--- config.mk ---
export PLATFORM = sky130hd
export DESIGN_NAME = key_led_port_flat
export DESIGN_NICKNAME = d
export VERILOG_FILES = /design/src/rtl/key_led_port_if.sv /design/src/rtl/key_led_port.sv /design/src/flat_wrapper.sv
export SDC_FILE = /design/constraint.sdc
export NUM_CORES = 1
export LEC_CHECK = 0
export BUFFER_PORTS_ARGS = -buffer_cell sky130_fd_sc_hd__buf_2
export CAP_MARGIN = 20
export CORE_MARGIN = 4
export CORE_UTILIZATION = 45
export DETAILED_ROUTE_END_ITERATION = 10
export PLACE_DENSITY_LB_ADDON = 0.2
export REMOVE_ABC_BUFFERS = 1
export SLEW_MARGIN = 20
export SYNTH_ARGS = -nofsm -noshare
export SYNTH_HDL_FRONTEND = slang
export SYNTH_SLANG_ARGS = --single-unit
export TNS_END_PERCENT = 50
--- constraint.sdc ---
create_clock -name clock -period 2.7 [get_ports clock]
set_clock_uncertainty 0.2 [all_clocks]
set_input_delay 0.135 -clock clock [delete_from_list [all_inputs] [get_ports clock]]
set_output_delay 0.135 -clock clock [all_outputs]
set_load 0.05 [all_outputs]
--- src/rtl/key_led_port_if.sv ---
// Core-bus side of the key/LED peripheral.
//   address : core bus address
//   out     : core write data
//   we      : core write strobe, active high
//   io_data : registered read data returned to the core
//   io_hit  : registered; io_data is valid for the previous cycle's address
// master = N6502 core side, slave = peripheral side.
interface key_led_port_if;
  logic [15:0] address;
  logic [7:0]  out;
  logic        we;
  logic [7:0]  io_data;
  logic        io_hit;

  modport master (
    output address,
    output out,
    output we,
    input  io_data,
    input  io_hit
  );

  modport slave (
    input  address,
    input  out,
    input  we,
    output io_data,
    output io_hit
  );
endinterface

--- src/rtl/key_led_port.sv ---
// Memory-mapped key/LED peripheral for the N6502 core bus.
// Register map, offsets from BASE:
//   +0 LED  read/write 8-bit LED register
//   +1 KEY  read-only {4'b0, stable}, 1 = pressed
//   +2 EDGE read {4'b0, press latch}; write 1 to clear bits [3:0]
//   +3 ID   read-only ID_VALUE
// Ports:
//   clock   : system clock
//   reset_n : asynchronous active-low reset
//   bus     : core bus (address, out, we, io_data, io_hit), slave side
//   key     : raw asynchronous key pins
//   led     : LED register contents
// Reads have one cycle of latency; io_data is 0 whenever io_hit is 0.
module key_led_port #(
  parameter logic [15:0] BASE            = 16'hC000,
  parameter int unsigned DEBOUNCE_CYCLES = 1000000,
  parameter bit          KEY_ACTIVE_LOW  = 1'b1,
  parameter logic [7:0]  ID_VALUE        = 8'h65
) (
  input  logic                 clock,
  input  logic                 reset_n,
  key_led_port_if.slave        bus,
  input  logic [3:0]           key,
  output logic [7:0]           led
);

  localparam int unsigned CW       = $clog2(DEBOUNCE_CYCLES);
  localparam logic [CW-1:0] CNT_LAST = CW'(DEBOUNCE_CYCLES - 1);
  localparam logic [3:0]   RELEASED = {4{KEY_ACTIVE_LOW}};

  logic [3:0]    sync1, sync2;
  logic [3:0]    sample;
  logic [3:0]    stable, stable_nxt;
  logic [CW-1:0] cnt     [4];
  logic [CW-1:0] cnt_nxt [4];
  logic [3:0]    rise;
  logic [3:0]    edge_lat, edge_nxt;
  logic [3:0]    clr;

  logic [15:0]   offs;
  logic          hit;
  logic          wr_led;
  logic [7:0]    rdata;

  // Offset relative to BASE; a hit is any offset 0..3.
  assign offs = bus.address - BASE;
  assign hit  = (offs[15:2] == '0);

  assign sample = KEY_ACTIVE_LOW ? ~sync2 : sync2;

  always_comb begin
    stable_nxt = stable;
    rise       = '0;
    for (int unsigned i = 0; i < 4; i++) begin
      cnt_nxt[i] = cnt[i];
      if (sample[i] == stable[i]) begin
        cnt_nxt[i] = '0;
      end else if (cnt[i] == CNT_LAST) begin
        stable_nxt[i] = sample[i];
        cnt_nxt[i]    = '0;
        rise[i]       = sample[i];
      end else begin
        cnt_nxt[i] = cnt[i] + CW'(1);
      end
    end
  end

  // Clear and press latch resolved together so a same-cycle press survives the clear.
  always_comb begin
    wr_led   = bus.we && hit && (offs[1:0] == 2'd0);
    clr      = (bus.we && hit && (offs[1:0] == 2'd2)) ? bus.out[3:0] : '0;
    edge_nxt = (edge_lat & ~clr) | rise;
  end

  always_comb begin
    rdata = '0;
    unique case (offs[1:0])
      2'd0: rdata = led;
      2'd1: rdata = {4'b0000, stable};
      2'd2: rdata = {4'b0000, edge_lat};
      2'd3: rdata = ID_VALUE;
      default: rdata = '0;
    endcase
  end

  always_ff @(posedge clock or negedge reset_n) begin
    if (!reset_n) begin
      sync1    <= RELEASED;
      sync2    <= RELEASED;
      stable   <= '0;
      edge_lat <= '0;
      led      <= '0;
      bus.io_data <= '0;
      bus.io_hit  <= 1'b0;
      for (int unsigned i = 0; i < 4; i++) begin
        cnt[i] <= '0;
      end
    end else begin
      sync1    <= key;
      sync2    <= sync1;
      stable   <= stable_nxt;
      edge_lat <= edge_nxt;
      if (wr_led) begin
        led <= bus.out;
      end
      bus.io_hit  <= hit;
      bus.io_data <= hit ? rdata : '0;
      for (int unsigned i = 0; i < 4; i++) begin
        cnt[i] <= cnt_nxt[i];
      end
    end
  end

endmodule

--- src/flat_wrapper.sv ---
// flat-port wrapper written by rule: the top's interface ports become plain ports
module key_led_port_flat 
#(
  parameter logic [15:0] BASE            = 16'hC000,
  parameter int unsigned DEBOUNCE_CYCLES = 1000000,
  parameter bit          KEY_ACTIVE_LOW  = 1'b1,
  parameter logic [7:0]  ID_VALUE        = 8'h65
)
  (clock, reset_n, key, led, bus_address, bus_out, bus_we, bus_io_data, bus_io_hit);
  key_led_port_if bus_i ();
  input  logic clock;
  input  logic reset_n;
  input  logic [3:0] key;
  output logic [7:0] led;
  input wire logic [$bits(bus_i.address)-1:0] bus_address;
  input wire logic [$bits(bus_i.out)-1:0] bus_out;
  input wire logic [$bits(bus_i.we)-1:0] bus_we;
  output wire logic [$bits(bus_i.io_data)-1:0] bus_io_data;
  output wire logic [$bits(bus_i.io_hit)-1:0] bus_io_hit;
  assign bus_i.address = bus_address;
  assign bus_i.out = bus_out;
  assign bus_i.we = bus_we;
  assign bus_io_data = bus_i.io_data;
  assign bus_io_hit = bus_i.io_hit;
  key_led_port #(.BASE(BASE), .DEBOUNCE_CYCLES(DEBOUNCE_CYCLES), .KEY_ACTIVE_LOW(KEY_ACTIVE_LOW), .ID_VALUE(ID_VALUE)) u_core (.clock(clock), .reset_n(reset_n), .bus(bus_i), .key(key), .led(led));
endmodule
==> reports/metrics.yaml <==
status:
  status: "finished, final reports clean"
final_layout:
  drive_above_1_share_pct: 19.1
  stdcell_count: 750
  fillCellCount: 983
  final_cell_mix: "dfrtp_1, nor2_1, buf_2, nand3_1, xnor2_1"
  seqCellArea_um2: 2840
  layout_commonest_cell: "dfrtp_1"
  multiInputGateArea_um2: 2330
  areaGrowthSynthToFinish_pct: 22.6
  nNetsFinal: 629
  diodes: 0
route:
  finalWirelength_mm: 11.1
  drt_iter0_drc: 206
  firstDrtPassIters: 4
  avgRoutedWirePerCell_um: 14.8
  vias: 4072
  postRouteAntennaNets: 0
  post_drt_via_cell_ratio: 5.43
  drc: 0
grt:
  grt_overflow: 0
  grt_pass1_vias: 4135
  grt_antenna_before_repair: 0
  grt.total_usage_pct: 18.2
  groute.layer.met1.usage_pct: 23.6
  grt.busiest_layer: "met2"
  grt_pass1_wl_mm: 19.3
  use_met3_pct: 5.34
  grt_max_degree: 47
  grtUsageMet2_pct: 29.1
placed_design:
  hpwl_mm: 7.60
  pre_cts_slack_ps: 314
  io_buffer_count: 47
  placed_cells: 699
  place_congestion: 0.803
power_and_ir_drop:
  p_total_mw: 4.12
  leakagePower_nw: 2.78
  cellPowerDensity_nw_per_um2: 633
  ir_drop_mv: 0.387
timing:
  period_share_pct: 89.3
  setup_viol: 0
  rsz0062_at_grt: "no"
  slew_viol_final: 0
  tightest_slew_ps: 554
  tns_ps: 0
  fmax_mhz: 415
  period_needed_ps: 2410
  hold_viol_final: 0
  maxSlewHeadroom_pct: 63.0
  setup_slack_ps: 288
flow_run:
  max_cap_violations: 0
worst_hold_path:
  hold_path_class: "in2reg"
  holdPathStages: 5
  holdCritStartpoint: "bus_address[5]"
  min_to: "u_core.bus.io_data[6]"
logic_synthesis:
  synthDistinctLibCells: 49
  yosysWarnings: 0
  synth.avg_cell_area_um2: 10.3
  synth_edf_count: 0
  ys_seq_area_share_pct: 53.5
  synth_seq_cells: 113
  async_flop_share_pct: 100
  synth-main-ff-cell: "dfrtp_1"
  synthCells: 515
  synthesis.area_um2: 5300
critical_path:
  r2r_start: "u_core.cnt[28]"
  r2r_end: "u_core.cnt[33]"
  cp.required_ps: 2790
  crit_fanout: 8
  r2r_setup_slack_ps: 320
  cp-start-kind: "primary input"
  endpoint_kind: "flip-flop"
  arrival_ps: 2500
  setup.worst_path.class: "in2reg"
  reg2reg_depth: 4
clock_network:
  post_cts_resized: 0
  cts.sink_count: 113
  cts_buffers: 17
  clk_pin_slew_worst_paths_ps: 50
  worstSkewPairLatency_ps: 410
  clockBufferDepth: 2
  cts_tree: "yes"
  htreeDepth: 4
  postCtsSetupBuffers: 0
  root_buffer: "clkbuf_16"
die:
  initial_utilization_pct: 46.2
  die_x_um: 117
  ioPinCount: 48
  die_h_um: 117
  design.die.area_um2: 13600
  coreArea_um2: 11500
  placementRows: 39
-- layout make-up --
type	instances	share of cell area, %
Clock inverter	12	2.16
Timing Repair Buffer	74	7.70
Clock buffer	20	6.87
Sequential cell	113	43.6
Tap cell	143	2.75
Multi-Input combinational cell	369	35.8
Inverter	19	1.10
-- worst max-delay path, cell delays in order --
cell	delay [ps]
dlygate4sd3_1	530
buf_2	110
nor2_1	60
dlygate4sd3_1	560
nand4_2	110
inv_1	200
nand3_1	380
mux2_2	410
-- power by group --
group / internal (mW) / switching, mW
registers: 1.72 / 0.0202
clock network: 1.46 / 0.766
logic: 0.0650 / 0.0855
-- registers in the layout (all words and copies together) (netlist names) --
name	flops
u_core.sync1	4
u_core.cnt	80
u_core.bus.io_hit	1
u_core.led	8
u_core.sync2	4
u_core.stable	4
u_core.bus.io_data	8
u_core.edge_lat	4
-- metrics by stage --
stage / hold WS, ps / cell area (um2) / utilization [%]
floorplan: -361 / 5240 / -
global route: 50.4 / 6500 / 56.7
global placement: -45.3 / 5730 / 49.9
detailed placement: -38.5 / 5730 / 49.9
CTS: 16.6 / 6500 / 56.7
finish: 34.7 / 6500 / 56.7
-- cell families after synthesis --
kind of cell    after synthesis  share of synthesized area [%]
buf+inv                      33                           2.60
simple gates                231                           23.5
flops                       113                           53.5
fa+ha+maj                     4                          0.944
mux                          14                           2.88
xor+xnor                     52                           8.59
compound gates               68                           8.00
-- how the worst max path moves through the flow --
stage / start / endpoint
after floorplan: u_core.cnt[28] / u_core.cnt[21]
after global placement: u_core.cnt[27] / u_core.cnt[23]
after detailed placement: u_core.cnt[30] / u_core.cnt[33]
after CTS: bus_address[9] / u_core.led[4]
after global routing: bus_address[9] / u_core.led[4]
final: bus_address[9] / u_core.led[4]
-- cells in the mapped netlist, types with 2 or more instances --
cell        n  area, um2
o22ai_1     2       12.5
nand4_1    14       87.6
a21oi_1    28        140
nand2_1    27        101
buf_2       4       20.0
inv_1      19       71.3
nand3_2     3       30.0
nand3_1    33        165
dfstp_2     8        210
clkbuf_1    8       30.0
ha_1        4       50.1
o31ai_1    13       97.6
mux2_2     10        113
or4b_2      2       20.0
o21ai_0    18       90.1
xnor2_1    29        254
and3_1     10       62.6
xor2_1     23        201
and2_1      5       31.3
mux2i_1     4       40.0
or3_1      14       87.6
or4_1      18        135
nor4_1     12       75.1
nor2b_1     2       12.5
and4_1      3       26.3
nor4b_1     3       26.3
dfrtp_1   105       2630
nor3_1      9       45.0
nor2_1     65        244
-- per-layer routing --
layer	wire, um	part of all wire [%]	vias to the layer above
li1	-	-	2001
met1	5250	47	1990
met2	5220	47	66
met3	468	4.2	15
met4	172	1.5	0
met5	0	0	-
-- what timing repair did --
action / 4_1_cts / 5_1_grt
endpoints found under the setup margin: 0 / 0
hold buffers: 19 / 0
endpoints found under the hold margin: 107 / 0
Power figures use the tool's default switching activity.
